==> config.mk <==
export PLATFORM = sky130hd
export DESIGN_NAME = serial_add_sub
export DESIGN_NICKNAME = d
export VERILOG_FILES = /design/src/rtl/serial_add_sub.sv
export SDC_FILE = /design/constraint.sdc
export NUM_CORES = 1
export LEC_CHECK = 0
export BUFFER_PORTS_ARGS = -buffer_cell sky130_fd_sc_hd__buf_4
export CAP_MARGIN = 30
export CORE_MARGIN = 4
export CORE_UTILIZATION = 54
export CTS_CLUSTER_DIAMETER = 120
export DETAILED_ROUTE_END_ITERATION = 16
export PLACE_DENSITY = 0.84
export SETUP_SLACK_MARGIN = 0.02
export SYNTH_ARGS = -nofsm -noshare
export SYNTH_HDL_FRONTEND = slang
export SYNTH_SLANG_ARGS = --single-unit
export TNS_END_PERCENT = 30
==> constraint.sdc <==
create_clock -name clk -period 1.6 [get_ports clk]
set_input_delay 0.32 -clock clk [delete_from_list [all_inputs] [get_ports clk]]
set_output_delay 0.32 -clock clk [all_outputs]
set_load 0.01 [all_outputs]
==> src/rtl/serial_add_sub.sv <==
// Bit-serial adder/subtractor: one full-add/full-subtract cell plus a carry/borrow
// flop, consuming one operand bit per clock, LSB first, with start/busy/done handshake.
module serial_add_sub #(
  parameter int unsigned WIDTH = 8
) (
  input  logic             clk,
  input  logic             rst_n,
  input  logic             start,
  input  logic             mode,
  input  logic [WIDTH-1:0] a,
  input  logic [WIDTH-1:0] b,
  input  logic             cin,
  output logic             busy,
  output logic             done,
  output logic [WIDTH-1:0] result,
  output logic             cout,
  output logic             overflow
);

  localparam int unsigned CNT_W = $clog2(WIDTH);
  localparam logic [CNT_W-1:0] LAST_BIT = CNT_W'(WIDTH - 1);

  typedef enum logic {
    IDLE = 1'b0,
    RUN  = 1'b1
  } state_t;

  state_t             r_state;
  state_t             w_state_nxt;
  logic               w_load;
  logic               w_step;
  logic               w_last;

  logic [WIDTH-1:0]   r_a;
  logic [WIDTH-1:0]   r_b;
  logic [WIDTH-2:0]   r_sh;
  logic [CNT_W-1:0]   r_cnt;
  logic               r_cy;
  logic               r_mode;
  logic               r_busy;
  logic               r_done;
  logic [WIDTH-1:0]   r_result;
  logic               r_cout;
  logic               r_ovf;

  logic               w_ai;
  logic               w_bi;
  logic               w_sum;
  logic               w_cy_nxt;
  logic [WIDTH-1:0]   w_sh_full;

  // Single-bit full adder / full subtractor cell on the operand LSBs
  always_comb begin
    w_ai      = r_a[0];
    w_bi      = r_b[0];
    w_sum     = w_ai ^ w_bi ^ r_cy;
    if (r_mode) begin
      w_cy_nxt = (~w_ai & w_bi) | (r_cy & ~(w_ai ^ w_bi));
    end else begin
      w_cy_nxt = (w_ai & w_bi) | (r_cy & (w_ai ^ w_bi));
    end
    w_sh_full = {w_sum, r_sh};
  end

  // State register
  always_ff @(posedge clk or negedge rst_n) begin
    if (!rst_n) begin
      r_state <= IDLE;
    end else begin
      r_state <= w_state_nxt;
    end
  end

  // Next-state and datapath strobes
  always_comb begin
    w_state_nxt = r_state;
    w_load      = 1'b0;
    w_step      = 1'b0;
    w_last      = 1'b0;
    case (r_state)
      IDLE: begin
        if (start) begin
          w_load      = 1'b1;
          w_state_nxt = RUN;
        end
      end
      RUN: begin
        w_step = 1'b1;
        if (r_cnt == LAST_BIT) begin
          w_last      = 1'b1;
          w_state_nxt = IDLE;
        end
      end
      default: w_state_nxt = IDLE;
    endcase
  end

  // Operand capture, serial shifting and completion registers
  always_ff @(posedge clk or negedge rst_n) begin
    if (!rst_n) begin
      r_a      <= '0;
      r_b      <= '0;
      r_sh     <= '0;
      r_cnt    <= '0;
      r_cy     <= 1'b0;
      r_mode   <= 1'b0;
      r_busy   <= 1'b0;
      r_done   <= 1'b0;
      r_result <= '0;
      r_cout   <= 1'b0;
      r_ovf    <= 1'b0;
    end else begin
      r_done <= w_last;
      if (w_load) begin
        r_a    <= a;
        r_b    <= b;
        r_sh   <= '0;
        r_cnt  <= '0;
        r_cy   <= cin;
        r_mode <= mode;
        r_busy <= 1'b1;
      end else if (w_step) begin
        r_a   <= {1'b0, r_a[WIDTH-1:1]};
        r_b   <= {1'b0, r_b[WIDTH-1:1]};
        r_sh  <= w_sh_full[WIDTH-1:1];
        r_cnt <= r_cnt + CNT_W'(1);
        r_cy  <= w_cy_nxt;
        if (w_last) begin
          // Carry into the MSB differs from carry out of it on signed overflow
          r_result <= w_sh_full;
          r_cout   <= w_cy_nxt;
          r_ovf    <= r_cy ^ w_cy_nxt;
          r_busy   <= 1'b0;
        end
      end
    end
  end

  assign busy     = r_busy;
  assign done     = r_done;
  assign result   = r_result;
  assign cout     = r_cout;
  assign overflow = r_ovf;

endmodule

==> flow_summary.toml, run 1 <==
[cts]
worstSkewPairLatency_ns = 0.34
cts.sinks = 41
cts_tree = "yes"
numCtsBuffers = 5
clockBufferDepth = 2
clkTransAtPathRegs_ns = 0.11
cts-root-buf = "clkbuf_4"
ctsHtreeMaxLevel = 2

[logic_synthesis]
synth_cells = 147
synthMuxAreaShare_pct = 16.48
ys_warn_count = 0
ys_ff_latch = 41
synthAdderAreaFrac_pct = 3.662
synth_compound_area_share_pct = 8.944
synth-simple-area-share_pct = 8.451
synth-xor-area-share_pct = 0.4930
syn_area_sq_um = 1777
syn_nets = 172
synth-seq-area-share_pct = 57.75
synth_top_family_by_area = "multiplexers"
syn_avg_cell_area_sq_um = 12.09
yosysUniqueCellTypes = 24

[cells_and_area]
instances_no_fill = 227
multiInputGateArea_sq_um = 679.4
fillers = 260
diodes = 0
ff_latch_area_sq_um = 1026
drive_above_1_share_pct = 30.05
finish.instance_area_sq_um = 2137
nNetsFinal = 207
syn_to_final_growth_pct = 20.28

[route]
first_iter_violations = 65
vias = 1140
wl_mm = 3.178
highest_layer = "met4"
vias_per_cell = 5.022
met3_length_microns = 158
ant_nets = 0
wl_met1_mm = 1.374
route.met2.wl_mm = 1.579
route.detailed.drc = 0
wl_per_cell_microns = 14.00
drtPass1Iterations = 4

[setup_path]
crit_path_max_incr_delay_ns = 0.44
start_kind = "flip-flop"
required_ns = 1.83
worst_setup_path_end_kind = "flip-flop"
slowest_stage = "dfrtp_1"
crit_fanout = 3
path_cells = "inv_2 > fa_1 > mux2i_2 > xor2_1 > o21ai_0"
arrival_ns = 1.72
critical_path_class = "flip-flop to flip-flop"

[sta]
worstMarginPinSlew_ns = 0.4991
rsz0062_at_grt = "false"
slew_viol_final = 0
layout_setup_ws_ns = 0.1110
fin_crit_ns = 1.489
min_period_over_period_pct = 93.06
fin_skew_ns = 0.009643
slew_headroom_pct = 66.72
hold_violations = 0
setup_viol = 0
finalSetupTns_ns = 0
max_freq_mhz = 671.6

[job]
timing.max_cap.violations = 0

[run_status]
status = "complete, no violations"

[global_routing]
antenna_found_initial = 0
grt_usage_pct = 17.10
grt_pass1_wl_mm = 5.464
grt_overflow_total = 0
grt_pass1_vias = 1229
grt_max_degree = 42

[pwr]
cellLeakagePower_nw = 1.070
pwr_density_cell_nw_per_um2 = 1765
peakVddDrop_mv = 0.8540
power.total_mw = 3.772

[floorplan]
fp.dieW_microns = 65.36
core_sq_um = 3103
io_pins = 33
die_area_sq_um = 4272
rows = 20
die_height_microns = 65.36
start_util_pct = 57.26

[hold_path]
min_path_type = "input pin to flip-flop"

[placement]
portBuffers = 32
dpl_cell_area_sq_um = 2038
place_ws_ns = 0.09395
gp_congestion = 0.7279
dp_cells = 218
dp_hpwl_mm = 2.270
==> routing by layer <==
| layer | global-route usage, % | vias to the layer above |
|---|---|---|
| met4 | 8.808 | 0 |
| met2 | 28.57 | 29 |
| met3 | 4.615 | 7 |
| met1 | 20.14 | 537 |
| li1 | - | 567 |
| met5 | 0 | - |
==> per-stage QoR <==
step | util [%] | hold WS (ns)
after global placement | 65.69 | 0.3166
after floorplan | - | 0.02441
after detailed placement | 65.69 | 0.3239
final | 68.87 | 0.2160
after CTS | 68.75 | 0.2025
after global routing | 68.87 | 0.1830
==> critical path, delay by kind of cell (launching register included) <==
kind	cells	cell delay (ns)
xor+xnor	1	0.16
compound gates	1	0.08
buf+inv	1	0.06
mux	1	0.23
fa+ha+maj	1	0.43
flops	1	0.44
==> synthesized netlist by cell type, drive strengths merged <==
library cell | n | share of area [%]
dfrtp | 41 | 58
nand2 | 22 | 4.8
o21ai | 21 | 5.9
mux2i | 18 | 10
mux2 | 9 | 6.3
buf | 7 | 3.2
nand2b | 5 | 1.8
nor2 | 5 | 1.2
a22o | 4 | 2.0
inv | 3 | 0.63
clkbuf | 2 | 0.42
fa | 2 | 2.3
ha | 2 | 1.4
nor2b | 2 | 0.70
a211oi | 1 | 0.42
a21oi | 1 | 0.28
o22ai | 1 | 0.35
xor2 | 1 | 0.49
==> flip-flops by register name, indices dropped and copies added, names as in the netlist <==
signal,cells
r_b,8
r_a,8
busy,1
result,8
r_state,1
overflow,1
r_mode,1
r_cy,1
r_cnt,3
cout,1
done,1
r_sh,7
==> final timing paths <==
path	startpoint	end	slack (ns)	cells after the start
setup reg to reg	r_a[0]	overflow	0.11	5
setup / recovery	r_a[0]	overflow	0.11	5
max in group asynchronous	rst_n	r_a[5]	0.75	2
hold / removal	mode	r_mode	0.22	2
hold reg to reg	r_a[4]	r_a[3]	0.49	2
min in group asynchronous	rst_n	result[0]	0.50	2
==> cell families after synthesis <==
group,Yosys count
AND/OR/NAND/NOR,34
multiplexers,27
flip-flops,41
AO/OA/AOI/OAI,28
XOR/XNOR,1
buffers and inverters,12
adder cells (fa/ha/maj),4
==> where the power goes <==
| part | switching (mW) | internal, mW |
|---|---|---|
| clock network | 0.306 | 0.373 |
| logic | 0.635 | 0.705 |
| registers | 0.293 | 1.46 |
| total | 1.23 | 2.54 |
==> area by class of cell <==
type | count | share of cell area, %
Clock buffer | 7 | 2.576
Timing Repair Buffer | 37 | 13.11
Clock inverter | 1 | 1.405
Sequential cell | 41 | 48.01
Tap cell | 44 | 2.576
Inverter | 3 | 0.5269
Multi-Input combinational cell | 94 | 31.79
==> cells in the final DEF, fill, tap and decap left out <==
master	synthesis	final
clkbuf_1	2	1
nor2_2	1	1
dfrtp_1	41	41
clkbuf_8	0	1
nand2b_1	5	5
mux2i_2	0	1
mux2_2	5	5
fa_1	2	2
buf_4	1	36
o22ai_1	1	1
nand2_1	21	21
inv_1	3	2
a21oi_1	1	1
nor2_1	4	4
a211oi_1	1	1
dlygate4sd3_1	0	1
mux2_4	3	3
nor2b_1	2	2
nand2_2	1	1
inv_2	0	1
o21ai_0	21	21
bufinv_16	0	1
xor2_1	1	1
clkbuf_4	0	5
mux2i_1	18	17
a22o_1	4	4
mux2_1	1	1
ha_1	2	2
==> what timing repair did <==
| action | 4_1_cts | 5_1_grt |
|---|---|---|
| buffers inserted | 0 | 0 |
| endpoints found under the setup margin | 0 | 1 |
| hold endpoints to repair | 41 | 0 |
| gates resized for setup | 0 | 2 |
| hold buffers | 1 | 0 |
(Power assumes the default switching activity.)
==> inputs of run 2 (changes only) <==
ABC_AREA = 1   (was unset)
==> flow_summary.toml, run 2 <==
[pwr]
peakVddDrop_mv = 0.8069
pwr_density_cell_nw_per_um2 = 1783
power.total_mw = 3.651
cellLeakagePower_nw = 1.041

[sta]
finalSetupTns_ns = 0
hold_violations = 0
slew_headroom_pct = 67.00
slew_viol_final = 0
worstMarginPinSlew_ns = 0.4950
min_period_over_period_pct = 84.66
fin_skew_ns = 0.008396
layout_setup_ws_ns = 0.2454
fin_crit_ns = 1.355
rsz0062_at_grt = "false"
max_freq_mhz = 738.2
setup_viol = 0

[global_routing]
grt_pass1_vias = 1284
grt_pass1_wl_mm = 5.492
antenna_found_initial = 0
grt_usage_pct = 17.35
grt_overflow_total = 0
grt_max_degree = 42

[route]
drtPass1Iterations = 4
wl_mm = 3.185
ant_nets = 0
route.detailed.drc = 0
vias = 1275
wl_per_cell_microns = 12.54
vias_per_cell = 5.020
first_iter_violations = 55

[setup_path]
reg2reg_slack_ns = 0.25
start_kind = "flip-flop"
crit_fanout = 10
r2r-start = "r_state"
critical_path_class = "flip-flop to flip-flop"
arrival_ns = 1.62
worst_setup_path_end_kind = "flip-flop"
required_ns = 1.87
ff2ff_path_depth = 4
timing.rr.end = "cout"

[logic_synthesis]
synth_edf_count = 0
syn_area_sq_um = 1727
ys_warn_count = 0
yosysUniqueCellTypes = 21
synth-seq-area-share_pct = 59.42
async_flop_share_pct = 100.0
ys_ff_latch = 41
syn_nets = 199
synth_common_cells = "nand2_1, dfrtp_1, nand3_1"
synth_area_leaders = "dfrtp_1, nand2_1, nand3_1, inv_1, o21ai_0"
syn_avg_cell_area_sq_um = 9.923
yosysTopAreaCell = "dfrtp_1"
synthFlopType = "dfrtp_1"
synth_cells = 174
synth_top_area_share_pct = 59.42
synth.most_common_cell = "nand2_1"

[floorplan]
die_area_sq_um = 4166
fp.dieW_microns = 64.55
core_sq_um = 3053
io_pins = 33
start_util_pct = 56.56
die_height_microns = 64.55
rows = 20

[run_status]
status = "complete, no violations"

[hold_path]
min_path_type = "input pin to flip-flop"
min_path_cells = 3
hold_end = "r_b[2]"
min_from = "b[2]"

[cells_and_area]
layout_common_cells = "nand2_1, dfrtp_1, buf_4, nand3_1, inv_1"
finish.instance_area_sq_um = 2047
diodes = 0
nNetsFinal = 235
syn_to_final_growth_pct = 18.55
drive_above_1_share_pct = 23.33
instances_no_fill = 254
final_common_cell = "nand2_1"

[cts]
cts.sinks = 41
cts_hold_buf = 1
cts-root-buf = "clkbuf_4"
worstSkewPairLatency_ns = 0.34
numCtsBuffers = 5
post_cts_buffers = 0
ctsHtreeMaxLevel = 2
cts_resized = 0
clockBufferDepth = 2
cts_tree = "yes"
clkTransAtPathRegs_ns = 0.11

[placement]
dp_hpwl_mm = 2.358
portBuffers = 32
dp_cells = 246
dpl_cell_area_sq_um = 1982
gp_congestion = 0.8532
place_ws_ns = 0.2633

[job]
timing.max_cap.violations = 0
[run 2: changes by cell type after synthesis, sizes merged, moves of 2 or more]
cell    delta
nand2     +37
mux2i     -18
nand3     +16
inv       +14
o21ai     -10
mux2       -9
o22ai      +6
nand2b     -5
o211ai     +3
clkbuf     -2
nor2b      -2
[run 2: cells by family after synthesis]
kind of cell / Yosys count / synth area share [%]
buffers and inverters: 23 / 6.884
AO/OA/AOI/OAI: 25 / 9.493
adder cells (fa/ha/maj): 4 / 3.768
AND/OR/NAND/NOR: 81 / 20.44
flip-flops: 41 / 59.42
[run 2: worst max-delay path by stage]
stage	from	to	slack [ns]
after global placement	r_a[0]	r_cy	0.30
after detailed placement	r_state	cout	0.26
after floorplan	r_a[0]	r_cy	0.35
after global routing	r_state	cout	0.11
final	r_state	cout	0.25
after CTS	r_state	cout	0.25
[run 2: stage by stage]
stage               utilization (%)  hold slack (ns)
global route                  67.05           0.1640
finish                        67.05           0.1802
global placement              64.92           0.3150
detailed placement            64.92           0.3196
CTS                           67.05           0.1629
floorplan                         -          0.02441
[run 2: power breakdown]
| part | internal (mW) | switching [mW] | total (mW) |
|---|---|---|---|
| clock network | 0.208 | 0.291 | 0.499 |
| registers | 1.47 | 0.289 | 1.76 |
| logic | 0.628 | 0.769 | 1.40 |
[run 2: final cells by class]
type                            instances  area, sq um
Clock buffer                            7        55.05
Fill cell                             250         1006
Inverter                               17        63.81
Multi-Input combinational cell        110        581.8
Sequential cell                        41         1026
Tap cell                               44        55.05
Timing Repair Buffer                   35        265.3
[run 2: layer usage]
layer / vias up / track usage [%] / part of all wire, %
met2: 35 / 29.51 / 51
met4: 0 / 7.916 / 1.0
met3: 4 / 4.333 / 5.2
met1: 604 / 20.69 / 42
li1: 632 / - / -
met5: - / 0 / 0
[run 2: critical path, cell delays in order (launching register included)]
cell and delay [ns]:
dfrtp_1 0.66, nand2_2 0.22, inv_1 0.21, nor2_1 0.06
a31oi_1 0.14
